--- src/rtl/pipe_hazard_ctrl_pkg.sv ---
`default_nettype none
// +-----------------------------------------------------------------------+
// | pipe_hazard_ctrl_pkg                                                  |
// | Shared encodings for the pipeline hazard controller.                  |
// | Rev 1.0                                                               |
// +-----------------------------------------------------------------------+
package pipe_hazard_ctrl_pkg;

    localparam int REG_ADDR_W = 5;

    localparam logic [REG_ADDR_W-1:0] X0_ADDR = '0;

    localparam logic [1:0] FWD_RF  = 2'b00;
    localparam logic [1:0] FWD_MEM = 2'b01;
    localparam logic [1:0] FWD_WB  = 2'b10;

    typedef enum logic [0:0] {
        ST_RUN     = 1'b0,
        ST_MC_WAIT = 1'b1
    } state_t;

endpackage
`default_nettype wire

--- src/rtl/pipe_hazard_ctrl_fwd_unit.sv ---
`default_nettype none
// +-----------------------------------------------------------------------+
// | fwd_unit                                                              |
// | Combinational EX operand source select for one ALU operand.           |
// | Rev 1.0                                                               |
// +-----------------------------------------------------------------------+
module fwd_unit
    import pipe_hazard_ctrl_pkg::*;
(
    input  logic [REG_ADDR_W-1:0] i_ex_rs,
    input  logic [REG_ADDR_W-1:0] i_mem_rd_addr,
    input  logic                  i_mem_reg_we,
    input  logic [REG_ADDR_W-1:0] i_wb_rd_addr,
    input  logic                  i_wb_reg_we,
    output logic [1:0]            o_fwd_sel
);

    // The younger producer (ALU_MEM) holds the newest value, so it wins.
    always_comb begin
        o_fwd_sel = FWD_RF;
        if (i_ex_rs != X0_ADDR) begin
            if (i_mem_reg_we && (i_mem_rd_addr == i_ex_rs)) begin
                o_fwd_sel = FWD_MEM;
            end else if (i_wb_reg_we && (i_wb_rd_addr == i_ex_rs)) begin
                o_fwd_sel = FWD_WB;
            end
        end
    end

endmodule
`default_nettype wire

--- src/rtl/pipe_hazard_ctrl.sv ---
`default_nettype none
// +-----------------------------------------------------------------------+
// | pipe_hazard_ctrl                                                      |
// | Stall/flush/bubble sequencing, operand forwarding and hazard counters.|
// | Rev 1.0                                                               |
// +-----------------------------------------------------------------------+
module pipe_hazard_ctrl
    import pipe_hazard_ctrl_pkg::*;
#(
    parameter int MC_CYCLES = 32,
    parameter int CNT_W     = 32
) (
    input  logic                  clk,
    input  logic                  rst,
    input  logic [REG_ADDR_W-1:0] id_rs1_addr,
    input  logic [REG_ADDR_W-1:0] id_rs2_addr,
    input  logic                  id_rs1_used,
    input  logic                  id_rs2_used,
    input  logic [REG_ADDR_W-1:0] ex_rd_addr,
    input  logic                  ex_reg_we,
    input  logic                  ex_is_load,
    input  logic                  ex_multicycle,
    input  logic                  ex_branch_taken,
    input  logic [REG_ADDR_W-1:0] mem_rd_addr,
    input  logic                  mem_reg_we,
    input  logic [REG_ADDR_W-1:0] wb_rd_addr,
    input  logic                  wb_reg_we,
    output logic                  pc_stall,
    output logic                  ifid_stall,
    output logic                  idex_stall,
    output logic                  ifid_flush,
    output logic                  idex_bubble,
    output logic                  exmem_bubble,
    output logic [1:0]            fwd_a_sel,
    output logic [1:0]            fwd_b_sel,
    output logic                  mc_busy,
    output logic [CNT_W-1:0]      stall_cnt,
    output logic [CNT_W-1:0]      flush_cnt
);

    localparam int MC_CNT_W  = (MC_CYCLES > 1) ? $clog2(MC_CYCLES) : 1;
    localparam int MC_INIT   = (MC_CYCLES > 1) ? (MC_CYCLES - 2) : 0;
    localparam bit MC_STALLS = (MC_CYCLES > 1);

    state_t                r_state;
    state_t                w_next_state;
    logic [MC_CNT_W-1:0]   r_mc_cnt;
    logic [MC_CNT_W-1:0]   w_mc_cnt_next;
    logic [REG_ADDR_W-1:0] r_ex_rs1;
    logic [REG_ADDR_W-1:0] r_ex_rs2;
    logic [CNT_W-1:0]      r_stall_cnt;
    logic [CNT_W-1:0]      r_flush_cnt;
    logic                  w_load_use;

    assign w_load_use = ex_is_load && ex_reg_we && (ex_rd_addr != X0_ADDR) &&
                        ((id_rs1_used && (id_rs1_addr == ex_rd_addr)) ||
                         (id_rs2_used && (id_rs2_addr == ex_rd_addr)));

    always_ff @(posedge clk or posedge rst) begin
        if (rst) begin
            r_state  <= ST_RUN;
            r_mc_cnt <= '0;
        end else begin
            r_state  <= w_next_state;
            r_mc_cnt <= w_mc_cnt_next;
        end
    end

    always_comb begin
        w_next_state  = r_state;
        w_mc_cnt_next = r_mc_cnt;
        pc_stall      = 1'b0;
        ifid_stall    = 1'b0;
        idex_stall    = 1'b0;
        ifid_flush    = 1'b0;
        idex_bubble   = 1'b0;
        exmem_bubble  = 1'b0;
        mc_busy       = 1'b0;
        if (rst) begin
            // Keep NOPs flowing into every stage while the core is held.
            ifid_flush   = 1'b1;
            idex_bubble  = 1'b1;
            exmem_bubble = 1'b1;
        end else begin
            case (r_state)
                ST_RUN: begin
                    if (ex_branch_taken) begin
                        ifid_flush  = 1'b1;
                        idex_bubble = 1'b1;
                    end else if (ex_multicycle && MC_STALLS) begin
                        pc_stall      = 1'b1;
                        ifid_stall    = 1'b1;
                        idex_stall    = 1'b1;
                        exmem_bubble  = 1'b1;
                        w_mc_cnt_next = MC_CNT_W'(MC_INIT);
                        w_next_state  = ST_MC_WAIT;
                    end else if (w_load_use) begin
                        pc_stall    = 1'b1;
                        ifid_stall  = 1'b1;
                        idex_bubble = 1'b1;
                    end
                end
                ST_MC_WAIT: begin
                    // Final cycle of the op: no stall, so the result advances.
                    if (r_mc_cnt != '0) begin
                        pc_stall      = 1'b1;
                        ifid_stall    = 1'b1;
                        idex_stall    = 1'b1;
                        exmem_bubble  = 1'b1;
                        mc_busy       = 1'b1;
                        w_mc_cnt_next = r_mc_cnt - 1'b1;
                    end else begin
                        w_next_state = ST_RUN;
                    end
                end
                default: begin
                    w_next_state = ST_RUN;
                end
            endcase
        end
    end

    // Shadow of the EX-stage sources tracks what the DEC_ALU register captures.
    always_ff @(posedge clk or posedge rst) begin
        if (rst) begin
            r_ex_rs1 <= '0;
            r_ex_rs2 <= '0;
        end else if (idex_bubble) begin
            r_ex_rs1 <= '0;
            r_ex_rs2 <= '0;
        end else if (!idex_stall) begin
            r_ex_rs1 <= id_rs1_used ? id_rs1_addr : X0_ADDR;
            r_ex_rs2 <= id_rs2_used ? id_rs2_addr : X0_ADDR;
        end
    end

    always_ff @(posedge clk or posedge rst) begin
        if (rst) begin
            r_stall_cnt <= '0;
            r_flush_cnt <= '0;
        end else begin
            if (pc_stall && (r_stall_cnt != {CNT_W{1'b1}})) begin
                r_stall_cnt <= r_stall_cnt + CNT_W'(1);
            end
            if (ifid_flush && (r_flush_cnt != {CNT_W{1'b1}})) begin
                r_flush_cnt <= r_flush_cnt + CNT_W'(1);
            end
        end
    end

    assign stall_cnt = r_stall_cnt;
    assign flush_cnt = r_flush_cnt;

    fwd_unit u_fwd_a (
        .i_ex_rs       (r_ex_rs1),
        .i_mem_rd_addr (mem_rd_addr),
        .i_mem_reg_we  (mem_reg_we),
        .i_wb_rd_addr  (wb_rd_addr),
        .i_wb_reg_we   (wb_reg_we),
        .o_fwd_sel     (fwd_a_sel)
    );

    fwd_unit u_fwd_b (
        .i_ex_rs       (r_ex_rs2),
        .i_mem_rd_addr (mem_rd_addr),
        .i_mem_reg_we  (mem_reg_we),
        .i_wb_rd_addr  (wb_rd_addr),
        .i_wb_reg_we   (wb_reg_we),
        .o_fwd_sel     (fwd_b_sel)
    );

endmodule
`default_nettype wire

--- config.mk ---
export PLATFORM = sky130hd
export DESIGN_NAME = pipe_hazard_ctrl
export DESIGN_NICKNAME = d
export VERILOG_FILES = /design/src/rtl/pipe_hazard_ctrl_pkg.sv /design/src/rtl/pipe_hazard_ctrl_fwd_unit.sv /design/src/rtl/pipe_hazard_ctrl.sv
export SDC_FILE = /design/constraint.sdc
export NUM_CORES = 1
export LEC_CHECK = 0
export ABC_CLOCK_PERIOD_IN_PS = 3970
export CORE_ASPECT_RATIO = 0.75
export CORE_MARGIN = 8
export CORE_UTILIZATION = 30
export CTS_CLUSTER_SIZE = 25
export DETAILED_ROUTE_END_ITERATION = 10
export PLACE_DENSITY_LB_ADDON = 0.08
export SLEW_MARGIN = 40
export SYNTH_ARGS = -nofsm -noshare
export SYNTH_HDL_FRONTEND = slang
export SYNTH_SLANG_ARGS = --single-unit
--- constraint.sdc ---
create_clock -name clk -period 3.97 [get_ports clk]
set_input_delay 0.794 -clock clk [delete_from_list [all_inputs] [get_ports clk]]
set_output_delay 0.794 -clock clk [all_outputs]
set_load 0.05 [all_outputs]
After elaboration in Yosys (flattened, before gate mapping)
Cells that the tools add are included.

Bits in registers: 80. Bits in read-only memories: 0. Output and inout bits: 75. Memories kept: 0. Bits in writable memories: 0. Latch bits: 0.

Magnitude comparators: 0. $add $sub $neg: 3. Bitwise logic cells: 2. Reductions and logical operators: 17. Div/mod/pow operators: 0. Multipliers: 0. Multiplexer cells: 36. Shift operators: 0. Eq/ne operators: 12.

Operators with widths (count): $add 32x1->32 const B (2); $ne 32x32->1 const B (2); $mux 5 (9); $eq 5x5->1 (6); $reduce_bool 5->1 (4); $mux 1 (18); $mux 2 (6); $logic_and 1x1->1 (11); $pmux 5 s2 (1); $sub 5x1->5 const B (1); $ne 2x1->1 const B (2); $ne 2x2->1 const B (2); $pmux 1 s2 (2); $reduce_and 4->1 (1); $not 1->1 (2); $logic_or 1x1->1 (1).

Depth between registers and ports, before layout
Word-level depth: 10. Mapped depth: 9. Gate-level depth less buffers: 9.

By module
From an unflattened synthesis, not the netlist that was laid out.

Cells, all modules: 415. Area total of the unflattened synthesis: 4135.2 µm².

Modules (own cells, without submodules): pipe_hazard_ctrl (instances 1, cells an instance 379, area each 3865.0 µm²); fwd_unit (instances 2, cells an instance 18, area each 135.1 µm²).

Worst setup path after synthesis
Ideal clock, no wire load.

Path kind: in2out. Start point: input rst. End point: output idex_stall. Path buffers: 1. Slack: -0.598 ns. Stages on the path: 4. Arrival: 3.774 ns. Path through: inv_1 -> nand2_1 -> inv_1 -> clkbuf_1.

Longest elaborated chain between the ends: 1.

Ends and longest elaborated chain: start, declared (line pipe_hazard_ctrl.sv:14) `input logic rst,`; $mux 1 (line pipe_hazard_ctrl.sv:79) `if (rst) begin`; end, declared (line pipe_hazard_ctrl.sv:30) `output logic idex_stall,`.

Every way passes these cells.

Final worst setup path
Start point: input mem_rd_addr[2]. End point: output fwd_b_sel[0].

Longest elaborated chain between the ends: 4.

Ends and longest elaborated chain: start, declared (line pipe_hazard_ctrl.sv:24) `input logic [REG_ADDR_W-1:0] mem_rd_addr,`; $eq 5x5->1 (line pipe_hazard_ctrl_fwd_unit.sv:22) `if (i_mem_reg_we && (i_mem_rd_addr == i_ex_rs)) begin`; $logic_and 1x1->1 (line pipe_hazard_ctrl_fwd_unit.sv:22); $mux 2 (line pipe_hazard_ctrl_fwd_unit.sv:22); $mux 2 (line pipe_hazard_ctrl_fwd_unit.sv:21) `if (i_ex_rs != X0_ADDR) begin`; end, declared (line pipe_hazard_ctrl.sv:35) `output logic [1:0] fwd_b_sel,`.

Every way passes these cells.

==> implementation parameters <==
Parameter                              Value

Finish
  Number of antenna diodes    0
  Leading cell type in the layout, fill and taps excluded    clkdlybuf4s50_1
  Share of layout cells above drive strength 1    8.68%
  Commonest non-fill, non-tap cells in the layout    102 x clkdlybuf4s50_1, 80 x dfrtp_1, 68 x xnor2_1, 42 x nand2_1, 41 x nand3_1
  NumNets Final    564
  Area Growth Syn to Fin    38.6%

Floorplanning
  Die Area    0.0180 sq mm
  Starting utilization of the core area    30.6%
  Die height    118 um
  Standard cell core area    0.0137 sq mm
  Count of boundary I/O pins    110
  Row cnt    37
  Chip width    152 um

Power and ir drop
  Highest ir drop seen on vdd    0.429 mV
  Pwr dens    510 mW/mm^2
  Leakage dissipation    2.39 nW

Run
  Reported max-cap violation count    0

Logic synthesis
  Cell taking the most area after synthesis    dfrtp_1
  Share of the synthesized area in the top cell type    47.9%
  Combined area of all synthesized cells    0.00418 sq mm
  Combinational family with the most area after synthesis    simple AND/OR/NAND/NOR gates
  Adder and majority gate portion of the synthesized area    1.20%
  Top flip-flop cell by instance count after synthesis    dfrtp_1
  Number of flip-flops and latches in the synthesized netlist    80
  Multiplexer area fraction after synthesis    0.778%
  Fraction of registers with async set/reset    100%
  Ranking of synthesized cells by area    dfrtp_1 48%, xnor2_1 14%, nand3_1 4.9%
  Number of nets produced by synthesis    449
  Compound-gate portion of the synthesized area    4.25%
  Synthesized-area fraction occupied by xor and xnor cells    19.1%
  Count of flip-flops with a built-in enable after synthesis    0
  Yosys warning count    0
  Number of distinct library cells after synthesis    46
  Post-synthesis simple-gate area fraction    25.0%
  Post-Synthesis Mean Instance Area    10.2 sq um
  Register area share after synthesis    47.9%
  Number of cells produced by synthesis    410

Global routing
  Vias in the first global route    3479
  Global route overflow    0
  Global router's overall resource usage    12.9%
  Number of antenna violations at the first check in global routing    0
  Wire length of the first global-routing pass    19100 um
  Maximum number of pins on one net before global-route repair    77

STA
  Setup repair after global routing missed its margin    no
  Post-Route Skew    8.95 ps
  Final Cycle Share    88.7%
  Clock period minus worst slack    3520 ps
  Headroom to the max-slew limit    52.7%
  Hold_ws    488 ps
  Peak Freq    0.284 GHz
  Slew at the pin with the worst max-slew slack    709 ps
  Sum of negative setup slack    0 ps
  Setup violation total in the final timing report    0
  Max Transition Viols Final    0
  Hold Vio Cnt, Final    0

Route
  Wire length on met1    5530 um
  Detailed-route wire length per cell    16.2 um
  Wire length on met2    5110 um
  Detailed-routing iteration count for the pre-antenna-repair pass    4
  Count of unresolved DRC violations after routing    0
  Remaining antenna violation count    0
  Final WL    11400 um
  Total length of routed met3 wires    641 um
  Via-per-instance ratio    4.80
  Uppermost layer routed    met4
  Violation count after the first detailed-route iteration    170
  Vias post-DR    3382

Clock network
  Number of cells upsized or downsized after cts    0
  Setup Fix Bufs, Post-CTS    0
  Number of hold-repair buffers added at the cts stage    0
  Sinks on Clock Net    80
  Number of buffers created by CTS    9
  Clock-pin slew reported for the worst setup and hold paths after clock tree synthesis    60 ps
  CTS root buf    clkbuf_16
  Clock insertion delay at the later pin of the skew report    340 ps
  Deepest clock path buffer count    2
  CTS H-Tree Depth    3
  Clock tree from TritonCTS    built

Worst setup path
  Top delay family on crit path    buffers and inverters
  Buf/Inv on CP    2
  Cell-by-cell trace of the critical path    clkdlybuf4s50_1 -> xor2_1 -> nor4_1 -> nand3_1 -> nor2_1 -> clkdlybuf4s50_1
  Most used cell along the critical path    clkdlybuf4s50_1
  Data arrival at the endpoint of the critical path    2730 ps
  WS Path Type    in -> out
  Crit-path slowest cell    clkdlybuf4s50_1
  Element type at the critical path start    input pin
  Max stage delay on crit path    810 ps
  Crit. End Element    output pin
  Crit-path max FO    2
  Req. time, crit path    3180 ps

Placement
  HPWL after DPL    8820 um
  Placer's final routability congestion estimate    0.846
  Count of port buffers added during placement    109

Hold path
  Worst hold path type    reg -> reg

Status
  Result of the run    finished clean
synthesized netlist by cell type, types with 5 or more instances:
cell / instances
a21oi_1: 13
xor2_1: 23
nand3_1: 41
and3_1: 18
nand2_1: 42
nor3_1: 11
nand4_1: 15
and4_1: 8
nand3_2: 8
nor2_1: 20
and2_1: 5
inv_1: 8
xnor2_1: 68
dfrtp_1: 80
power by group:
part	internal (mW)	switching [mW]	total (mW)
registers	0.931	0.157	1.09
logic	0.367	0.625	0.992
clock network	0.551	0.327	0.878
state kept, by name (all words and copies together) (netlist names):
name	count
r_mc_cnt	5
r_ex_rs2	5
r_state	1
r_ex_rs1	5
flush_cnt	32
stall_cnt	32
cell families (layout without fill, tap and decap cells):
| logic type | Yosys count | count (layout) |
|---|---|---|
| muxes | 3 | 3 |
| buffers and inverters | 17 | 137 |
| DFF | 80 | 80 |
| AOI/OAI and AO/OA | 27 | 27 |
| adders and majority gates | 4 | 4 |
| and+or+nand+nor | 188 | 188 |
| xor gates and xnor gates | 91 | 91 |
metrics by stage:
stage / util, % / cells / total power, mW / area (sq um) / setup WS, ps
after floorplan: - / 410 / 1.75 / 4190 / 297
after global placement: 40.1 / 689 / 2.09 / 5470 / 410
after detailed placement: 40.1 / 689 / 2.09 / 5480 / 441
after CTS: 42.4 / 705 / 3.00 / 5790 / 439
after global routing: 42.4 / 705 / 3.13 / 5800 / 265
final: 42.4 / 705 / 2.96 / 5800 / 448
worst register-to-register path, stage by stage, from the launching register on:
cell and delay (ps):
dfrtp_1 420, ha_1 220, nand3_1 170, nor4_1 90, and4bb_2 280, nor3_1 500
nand4b_1 190, xnor2_1 150
final cells by class:
cell class	instances	area (sq um)
multi-input cells	313	2110
inverters	8	33.8
clock buffers	11	233
repair buffers	113	1120
clock inverters	5	81.3
well taps	175	219
flip-flops and latches	80	2000
fillers	1321	7860
worst paths after layout:
check	startpoint	to	slack (ps)	depth (start not counted)
setup / recovery	mem_rd_addr[2]	fwd_b_sel[0]	450	6
max in group asynchronous	rst	flush_cnt[18]	2230	3
setup reg to reg	flush_cnt[0]	flush_cnt[31]	1840	7
hold / removal	flush_cnt[23]	flush_cnt[23]	490	1
min in group asynchronous	rst	r_mc_cnt[0]	820	2
hold reg to reg	flush_cnt[23]	flush_cnt[23]	490	1
routing by layer:
layer  up-vias  track usage (%)
li1       1668                -
met1      1632             17.3
met2        73             19.9
met3         9             3.93
met4         0             3.36
met5         -                0
(Power assumes the default switching activity.)
